===== src/rtl/mem_access_pkg.sv =====
// Shared encodings for the load/store initiator: access sizes and FSM states.
package mem_access_pkg;

   localparam logic [1:0] SZ_BYTE = 2'b00;
   localparam logic [1:0] SZ_HALF = 2'b01;
   localparam logic [1:0] SZ_WORD = 2'b10;

   typedef enum logic [1:0] {
      IDLE  = 2'd0,
      READ  = 2'd1,
      WRITE = 2'd2,
      RESP  = 2'd3
   } state_t;

endpackage


===== src/rtl/mem_access_unit_if.sv =====
// Request/response handshake plus data-memory pins of the load/store initiator.
interface mem_access_unit_if #(parameter int N = 32);

   logic         req_valid;
   logic         req_ready;
   logic         req_we;
   logic [1:0]   req_size;
   logic         req_signed;
   logic [N-1:0] req_addr;
   logic [N-1:0] req_wdata;

   logic         rsp_valid;
   logic         rsp_err;
   logic [N-1:0] rsp_rdata;

   logic [N-1:0] mem_addr;
   logic [N-1:0] mem_wdata;
   logic         mem_we;
   logic [N-1:0] mem_rdata;

   // master is the initiator itself; slave is the execute stage plus memory
   modport master (
      input  req_valid, req_we, req_size, req_signed, req_addr, req_wdata, mem_rdata,
      output req_ready, rsp_valid, rsp_err, rsp_rdata, mem_addr, mem_wdata, mem_we
   );

   modport slave (
      output req_valid, req_we, req_size, req_signed, req_addr, req_wdata, mem_rdata,
      input  req_ready, rsp_valid, rsp_err, rsp_rdata, mem_addr, mem_wdata, mem_we
   );

endinterface


===== src/rtl/mem_lane_align.sv =====
// Little-endian lane handling: load extract/extend and sub-word store merge.
module mem_lane_align
   import mem_access_pkg::*;
#(
   parameter int N = 32
) (
   input  logic [1:0]   size,
   input  logic [1:0]   lane,
   input  logic         is_signed,
   input  logic [N-1:0] word,
   input  logic [N-1:0] wdata,
   output logic [N-1:0] load_data,
   output logic [N-1:0] store_data
);

   logic [N-1:0] shifted;

   always_comb begin
      shifted = word >> {lane, 3'b000};
      case (size)
         SZ_BYTE: load_data = is_signed ? {{(N-8){shifted[7]}}, shifted[7:0]}
                                        : {{(N-8){1'b0}}, shifted[7:0]};
         SZ_HALF: load_data = is_signed ? {{(N-16){shifted[15]}}, shifted[15:0]}
                                        : {{(N-16){1'b0}}, shifted[15:0]};
         default: load_data = word;
      endcase
   end

   // A word store bypasses the merge so the captured word is irrelevant
   always_comb begin
      store_data = word;
      case (size)
         SZ_BYTE: store_data[{lane, 3'b000} +: 8]        = wdata[7:0];
         SZ_HALF: store_data[{lane[1], 4'b0000} +: 16]  = wdata[15:0];
         default: store_data = wdata;
      endcase
   end

endmodule


===== src/rtl/mem_access_unit.sv =====
// Load/store initiator for a single-ported word-addressed memory with
// read-modify-write for sub-word stores and one-cycle response pulses.
module mem_access_unit
   import mem_access_pkg::*;
#(
   parameter int N     = 32,
   parameter int Depth = 32
) (
   input  logic              clk,
   input  logic              rst_n,
   mem_access_unit_if.master bus
);

   localparam int AW = $clog2(Depth);

   state_t         state;
   logic           we_q;
   logic           signed_q;
   logic           err_q;
   logic [1:0]     size_q;
   logic [1:0]     lane_q;
   logic [AW-1:0]  idx_q;
   logic [N-1:0]   wdata_q;
   logic [N-1:0]   word_q;

   logic           req_err;
   logic [N-1:0]   load_data;
   logic [N-1:0]   store_data;

   always_comb begin
      req_err = (bus.req_size == 2'b11)
             || (bus.req_size == SZ_HALF && bus.req_addr[0])
             || (bus.req_size == SZ_WORD && bus.req_addr[1:0] != 2'b00)
             || (bus.req_addr[N-1:AW+2] != '0);
   end

   // req_ready is high only in IDLE, so req_valid there is an accepted request
   always_ff @(posedge clk or negedge rst_n) begin
      if (!rst_n) begin
         state    <= IDLE;
         we_q     <= 1'b0;
         signed_q <= 1'b0;
         err_q    <= 1'b0;
         size_q   <= SZ_BYTE;
         lane_q   <= 2'b00;
         idx_q    <= '0;
         wdata_q  <= '0;
         word_q   <= '0;
      end else begin
         case (state)
            IDLE: begin
               if (bus.req_valid) begin
                  we_q     <= bus.req_we;
                  signed_q <= bus.req_signed;
                  err_q    <= req_err;
                  size_q   <= bus.req_size;
                  lane_q   <= bus.req_addr[1:0];
                  idx_q    <= bus.req_addr[AW+1:2];
                  wdata_q  <= bus.req_wdata;
                  if (req_err)
                     state <= RESP;
                  else if (bus.req_we && bus.req_size == SZ_WORD)
                     state <= WRITE;
                  else
                     state <= READ;
               end
            end
            READ: begin
               word_q <= bus.mem_rdata;
               state  <= we_q ? WRITE : RESP;
            end
            WRITE:   state <= RESP;
            RESP:    state <= IDLE;
            default: state <= IDLE;
         endcase
      end
   end

   mem_lane_align #(.N(N)) u_align (
      .size       (size_q),
      .lane       (lane_q),
      .is_signed  (signed_q),
      .word       (word_q),
      .wdata      (wdata_q),
      .load_data  (load_data),
      .store_data (store_data)
   );

   // Outputs decode state so reset drops mem_we without waiting for an edge
   assign bus.req_ready = (state == IDLE);
   assign bus.rsp_valid = (state == RESP);
   assign bus.rsp_err   = (state == RESP) && err_q;
   assign bus.rsp_rdata = (state == RESP && !err_q && !we_q) ? load_data : '0;
   assign bus.mem_addr  = {{(N-AW){1'b0}}, idx_q};
   assign bus.mem_we    = (state == WRITE);
   assign bus.mem_wdata = (state == WRITE) ? store_data : '0;

endmodule


===== src/flat_wrapper.sv =====
// flat-port wrapper written by rule: the top's interface ports become plain ports
module mem_access_unit_flat import mem_access_pkg::*;
#(
   parameter int N     = 32,
   parameter int Depth = 32
)
  (clk, rst_n, bus_req_valid, bus_req_we, bus_req_size, bus_req_signed, bus_req_addr, bus_req_wdata, bus_mem_rdata, bus_req_ready, bus_rsp_valid, bus_rsp_err, bus_rsp_rdata, bus_mem_addr, bus_mem_wdata, bus_mem_we);
  mem_access_unit_if #(.N(N)) bus_i ();
  input  logic clk;
  input  logic rst_n;
  input wire logic [$bits(bus_i.req_valid)-1:0] bus_req_valid;
  input wire logic [$bits(bus_i.req_we)-1:0] bus_req_we;
  input wire logic [$bits(bus_i.req_size)-1:0] bus_req_size;
  input wire logic [$bits(bus_i.req_signed)-1:0] bus_req_signed;
  input wire logic [$bits(bus_i.req_addr)-1:0] bus_req_addr;
  input wire logic [$bits(bus_i.req_wdata)-1:0] bus_req_wdata;
  input wire logic [$bits(bus_i.mem_rdata)-1:0] bus_mem_rdata;
  output wire logic [$bits(bus_i.req_ready)-1:0] bus_req_ready;
  output wire logic [$bits(bus_i.rsp_valid)-1:0] bus_rsp_valid;
  output wire logic [$bits(bus_i.rsp_err)-1:0] bus_rsp_err;
  output wire logic [$bits(bus_i.rsp_rdata)-1:0] bus_rsp_rdata;
  output wire logic [$bits(bus_i.mem_addr)-1:0] bus_mem_addr;
  output wire logic [$bits(bus_i.mem_wdata)-1:0] bus_mem_wdata;
  output wire logic [$bits(bus_i.mem_we)-1:0] bus_mem_we;
  assign bus_i.req_valid = bus_req_valid;
  assign bus_i.req_we = bus_req_we;
  assign bus_i.req_size = bus_req_size;
  assign bus_i.req_signed = bus_req_signed;
  assign bus_i.req_addr = bus_req_addr;
  assign bus_i.req_wdata = bus_req_wdata;
  assign bus_i.mem_rdata = bus_mem_rdata;
  assign bus_req_ready = bus_i.req_ready;
  assign bus_rsp_valid = bus_i.rsp_valid;
  assign bus_rsp_err = bus_i.rsp_err;
  assign bus_rsp_rdata = bus_i.rsp_rdata;
  assign bus_mem_addr = bus_i.mem_addr;
  assign bus_mem_wdata = bus_i.mem_wdata;
  assign bus_mem_we = bus_i.mem_we;
  mem_access_unit #(.N(N), .Depth(Depth)) u_core (.clk(clk), .rst_n(rst_n), .bus(bus_i));
endmodule

===== config.mk =====
export PLATFORM = sky130hd
export DESIGN_NAME = mem_access_unit_flat
export DESIGN_NICKNAME = d
export VERILOG_FILES = /design/src/rtl/mem_access_pkg.sv /design/src/rtl/mem_access_unit_if.sv /design/src/rtl/mem_lane_align.sv /design/src/rtl/mem_access_unit.sv /design/src/flat_wrapper.sv
export SDC_FILE = /design/constraint.sdc
export NUM_CORES = 1
export LEC_CHECK = 0
export CORE_UTILIZATION = 34
export DETAILED_ROUTE_END_ITERATION = 16
export SLEW_MARGIN = 20
export SYNTH_ARGS = -nofsm -noshare
export SYNTH_HDL_FRONTEND = slang
export SYNTH_HIERARCHICAL = 1
export SYNTH_SLANG_ARGS = --single-unit

===== constraint.sdc =====
create_clock -name clk -period 4.7 [get_ports clk]
set_input_delay 0.94 -clock clk [delete_from_list [all_inputs] [get_ports clk]]
set_output_delay 0.94 -clock clk [all_outputs]
set_load 0.05 [all_outputs]

==> Word level (Yosys, flattened, before mapping) <==
Cells that the tools add are included.
{ "totals": {"ff_bits": 78, "latchBits": 0, "ram_bits": 0, "romBits": 0, "input_bits": 103, "out_inout_bits": 100, "word_cells": 53, "mem_count": 0} }
{ "classes": {"add_sub_neg": 2, "mul": 0, "div": 0, "order_cmp": 0, "n_eq_ne": 8, "shift": 5, "muxes": 13, "n_bitwise": 0, "reduce_logical": 16} }
{ "op_table": {"columns": ["cell", "n"], "rows": [
  ["$mux W32", 4],
  ["$pmux W32 S2", 2],
  ["$bwmux W32", 2],
  ["$shift A16 B7 Y32 const A", 1],
  ["$shift A8 B7 Y32 const A", 1],
  ["$shiftx A16 B7 Y32", 1],
  ["$shiftx A8 B7 Y32", 1],
  ["$shr A32 B5 Y16", 1],
  ["$reduce_bool A25 Y1", 1],
  ["$neg A5 Y7", 2],
  ["$eq A2 B2 Y1 const B", 4],
  ["$pmux W2 S4", 1],
  ["$eq A2 B1 Y1 const B", 3],
  ["$logic_and A1 B1 Y1", 6],
  ["$mux W2", 3],
  ["$logic_not A2 Y1", 2],
  ["$logic_or A1 B1 Y1", 3],
  ["$logic_not A1 Y1", 2],
  ["$ne A2 B2 Y1 const B", 1],
  ["$reduce_and A2 Y1", 1],
  ["$reduce_bool A2 Y1", 1],
  ["$mux W1", 1]
]} }

==> Logic depth before layout (Yosys ltp) <==
{ "depth": {"word_depth": 8, "depth_mapped": 10, "ltp_nobuf": 7} }

==> Hierarchy <==
Netlist, hierarchy kept.
{ "by_module_without_submodules": {"columns": ["module", "n_inst", "cells_per_inst", "area_per_inst_um2", "seq_area_each_um2"], "rows": [
  ["mem_access_unit", 1, 295, 3880.0, 1951.9],
  ["mem_lane_align", 1, 284, 2060.7, 0.0]
]} }

==> Least setup slack after synthesis <==
No wires, ideal clock.
{ "synth_path": {"path_kind": "reg-to-output", "startpoint": "reg u_core.lane_q[1]", "endpoint": "out bus_mem_wdata[16]", "arrival_ns": 2.383, "required_ns": 3.760, "path_slack_ns": 1.377, "stages_incl_launch_ff": 11, "n_path_buf": 3, "cell_sequence": "dfrtp_1 -> buf_4 -> buf_2 -> inv_1 -> ha_1 -> nor2b_1 -> and3_1 -> buf_1 -> a21oi_1 -> o221ai_1 -> and2_1"} }
{ "synth_via": {"elab_chain_cells": 5, "word_cells_on_any_way": 10, "cone_classes": "add/sub: 2; shift: 4; mux: 4"} }
{ "synth_lines": {"columns": ["element", "line", "text"], "rows": [
  ["start: declaration", "mem_access_unit.sv:21", "logic [1:0] lane_q;"],
  ["start signal: assignment", "mem_access_unit.sv:57", "lane_q <= bus.req_addr[1:0];"],
  ["$neg A5 Y7 (on tied branches)", "mem_lane_align.sv:34, mem_lane_align.sv:33", null],
  ["$shiftx A16 B7 Y32, or another cell as far along", "mem_lane_align.sv:34", "SZ_HALF: store_data[{lane[1], 4'b0000} +: 16] = wdata[15:0];"],
  ["$bwmux W32 (on tied branches)", "mem_lane_align.sv:34, mem_lane_align.sv:33", null],
  ["$pmux W32 S2 *", "mem_lane_align.sv:32", "case (size)"],
  ["net u_core.store_data[16]", "mem_access_unit.sv:28", "logic [N-1:0] store_data;"],
  ["$mux W32 *", "mem_access_unit.sv:96", "assign bus.mem_wdata = (state == WRITE) ? store_data : '0;"],
  ["end: declaration", "flat_wrapper.sv:23", "output wire logic [$bits(bus_i.mem_wdata)-1:0] bus_mem_wdata;"]
]} }
The timed path passes the listed nets; every way through them passes the cells marked *.

==> Worst setup path after layout <==
{ "layout_path": {"startpoint": "reg u_core.lane_q[1]", "endpoint": "out bus_rsp_rdata[15]"} }
{ "layout_via": {"elab_chain_cells": 4, "word_cells_on_any_way": 5, "cone_classes": "shift: 1; mux: 4"} }
{ "layout_lines": {"columns": ["element", "line", "text"], "rows": [
  ["$shr A32 B5 Y16 *", "mem_lane_align.sv:19", "shifted = word >> {lane, 3'b000};"],
  ["$mux W32 (on tied branches)", "mem_lane_align.sv:23, mem_lane_align.sv:21", null],
  ["$pmux W32 S2 *", "mem_lane_align.sv:20", "case (size)"],
  ["net u_core.load_data[15]", "mem_access_unit.sv:27", "logic [N-1:0] load_data;"],
  ["$mux W32 *", "mem_access_unit.sv:93", "assign bus.rsp_rdata = (state == RESP && !err_q && !we_q) ? load_data : '0;"],
  ["end: declaration", "flat_wrapper.sv:21", "output wire logic [$bits(bus_i.rsp_rdata)-1:0] bus_rsp_rdata;"]
]} }
Marks and branches as above.

==> flow_summary_export.csv <==
group,metric,value,unit
sta,max_freq,241,MHz
clock_network,tritoncts,"yes",
job,cap_violations,0,
routing,dr_total_vias,4975,
synthesis,syn_area,5940,um^2
clock_network,ctsHoldBuffers,0,
critical_path,endpoint_kind,"output port",
routing,vias_per_cell,5.20,
routing,drtIter0Drc,386,
synthesis,synthCells,579,
critical_path,crit_chain,"nand2b_1 > o32ai_4 > a221o_1 > and2_1 > clkdlybuf4s50_1",
routing,ant_nets,0,
synthesis,synth_area_leaders,"dfrtp_1, mux2_4, mux2_2",
clock_network,h-tree-depth,3,
critical_path,reg2reg_slack,2650,ps
placed_design,gp_congestion,0.854,
sta,setup_viol,0,
routing,avgRoutedWirePerCell,19.4,um
finish,multiInputGateArea,3590,um^2
critical_path,setup.worst_path.class,"reg2out",
floorplanning,initial_utilization,0.353,
global_route,grt_pass1_vias,4860,
sta,period_share,0.882,
hold_path,min_from,"u_core/idx_q[4]",
placed_design,placed_cell_area,7930,um^2
critical_path,path_buf_inv,1,
routing,wl,18500,um
power_and_ir_drop,power.share.combinational,0.621,
hold_path,min_path_cells,1,
synthesis,synth_top_area_cell,"dfrtp_1",
synthesis,postSynthAreaPerCell,10.3,um^2
power_and_ir_drop,p_seq_frac,0.260,
critical_path,critPathTopFamily,"buffers and inverters",
power_and_ir_drop,power.switching,0.00303,W
finish,final_layout_size_suffix_gt1_frac,0.250,
critical_path,startpoint_type,"flip-flop",
sta,slew_violations,0,
hold_path,hold_end,"u_core/idx_q[4]",
sta,tightest_slew,1000,ps
routing,drcViolationCount,0,
global_route,antenna_found_initial,1,
floorplanning,die_h,134,um
sta,rsz0062_at_grt,"no",
clock_network,clock_path_buffers,2,
critical_path,r2r_cells,4,
floorplanning,core_area,16800,um^2
clock_network,cts_setup_buffers,0,
routing,drt_pass1_iterations,4,
synthesis,synth_async_sr_flop_share,1.00,
clock_network,ctsResizeCount,0,
critical_path,path_max_fanout,15,
synthesis,synth_seq_area_share,0.329,
floorplanning,die_x,134,um
critical_path,slowest_delay,810,ps
power_and_ir_drop,cellInternalPower,0.00347,W
placed_design,hpwl,13600,um
finish,final_common_cell,"clkdlybuf4s50_1",
synthesis,synth_ff_type,"dfrtp_1",
sta,skew,9.36,ps
hold_path,hp-class,"reg2reg",
floorplanning,num_io_pins,203,
outcome,status,"finished, final reports clean",
sta,finalHoldViolCount,0,
synthesis,synth_top_area_frac,0.329,
synthesis,yosysWarnings,6,
finish,register_area,1950,um^2
clock_network,clock-root-buffer,"clkbuf_16",
power_and_ir_drop,totalPowerFinal,0.00650,W
synthesis,ys_seq_elements,78,
finish,nets,843,
global_route,grt_pass1_wl,28900,um
critical_path,crit_slowest_cell,"clkdlybuf4s50_1",
clock_network,cts_made_buffers,9,
power_and_ir_drop,p_leak,3.60,nW
power_and_ir_drop,p_per_area,788,nW/um^2
sta,tns,0,ps
critical_path,arrival,3210,ps
global_route,grt_overflow,0,
power_and_ir_drop,ir_drop,443,uV
critical_path,r2r-end,"u_core/wdata_q[8]",
global_route,grt_max_degree,79,
clock_network,cts.sinks,78,
synthesis,synth_edf_count,0,
clock_network,worstSkewPairLatency,360,ps
synthesis,ys_types,53,
finish,design_area,8250,um^2
floorplanning,dieArea,18000,um^2
finish,fill_cells,1558,
floorplanning,placementRows,47,
finish,most-common-layout-cells,"clkdlybuf4s50_1, dfrtp_1, and2_1",
critical_path,critPathRequiredTime,3760,ps
placed_design,io_buffers,175,
power_and_ir_drop,clkPwrFrac,0.119,
clock_network,clk_pin_slew,60,ps
power_and_ir_drop,sw_frac_of_total,0.467,
finish,synthToLayoutAreaGrowth,38.9,%
sta,period_needed,4150,ps
sta,slew_headroom,0.332,
global_route,grtUsageTotal,0.213,
critical_path,r2r_start,"u_core/state[1]",
-- cell families after synthesis --
group,after synthesis,share of synthesized area
and+or+nand+nor,188,0.190
muxes,115,0.238
AOI/OAI and AO/OA,112,0.140
DFF,78,0.329
buffers and inverters,76,0.0832
adders and majority gates,9,0.0190
other,1,0.000631
-- registers in the layout, indices dropped and copies added, names as in the netlist --
signal	count
u_core/idx_q	5
u_core/we_q	1
u_core/signed_q	1
u_core/lane_q	2
u_core/wdata_q	32
u_core/word_q	32
u_core/size_q	2
u_core/err_q	1
u_core/state	2
-- power by group through the flow --
| stage | registers [W] | logic (W) | clock network (W) |
|---|---|---|---|
| 2_1_floorplan | 0.00138 | 0.00292 | 0 |
| 3_3_place_gp | 0.00167 | 0.00401 | 0 |
| 3_5_place_dp | 0.00169 | 0.00403 | 0 |
| 4_1_cts | 0.00168 | 0.00405 | 0.000791 |
| 5_1_grt | 0.00174 | 0.00432 | 0.000821 |
| 6_report | 0.00169 | 0.00404 | 0.000775 |
-- how the worst max path moves through the flow --
stage | start | depth (start not counted) | endpoint | slack (ps)
after detailed placement | u_core/lane_q[1] | 5 | bus_rsp_rdata[15] | 970
final | u_core/lane_q[1] | 5 | bus_rsp_rdata[15] | 550
after floorplan | u_core/lane_q[1] | 10 | bus_mem_wdata[16] | 1380
after CTS | u_core/lane_q[1] | 5 | bus_rsp_rdata[15] | 570
after global placement | u_core/lane_q[1] | 5 | bus_rsp_rdata[15] | 980
after global routing | u_core/lane_q[0] | 8 | bus_mem_wdata[11] | 320
-- layer usage --
layer / GRT usage / vias up / part of all wire
li1: - / 2341 / -
met1: 0.299 / 2417 / 0.47
met2: 0.320 / 202 / 0.45
met3: 0.0571 / 15 / 0.069
met4: 0.0624 / 0 / 0.014
met5: 0 / - / 0
-- final cells by class --
type	instances	share of cell area
Timing Repair Buffer	184	0.252
Multi-Input combinational cell	451	0.435
Inverter	7	0.00318
Sequential cell	78	0.237
Clock inverter	6	0.0114
Clock buffer	10	0.0277
Tap cell	220	0.0334
Antenna cell	1	0.000303
-- metrics by stage --
stage / util / hold slack [ps] / setup slack [ps] / std cells
6_report: 0.491 / 520 / 553 / 957
3_3_place_gp: 0.471 / 497 / 983 / 940
4_1_cts: 0.490 / 518 / 572 / 956
5_1_grt: 0.490 / 538 / 319 / 956
3_5_place_dp: 0.471 / 493 / 967 / 940
2_1_floorplan: - / 481 / 1380 / 605
-- worst reg2reg max path, cell delays in order, from the launching register on --
cell	delay, ps
dfrtp_1	410
inv_1	110
ha_1	380
nand2_4	510
mux2_4	510
-- cell usage after synthesis (7+ instances only) --
cell      instances
o21ai_0          14
ha_1              9
a22oi_1          27
clkbuf_1         13
and2_1           65
buf_6             7
nor2b_1          19
buf_2            13
mux2_2           45
mux2_4           39
nor3b_1           7
a22o_1            8
o221ai_1         15
a21oi_1          23
nor2_1           16
dfrtp_1          78
nand2_4          11
mux2i_1          30
buf_4            30
nand2_1          44
Power figures use the tool's default switching activity.
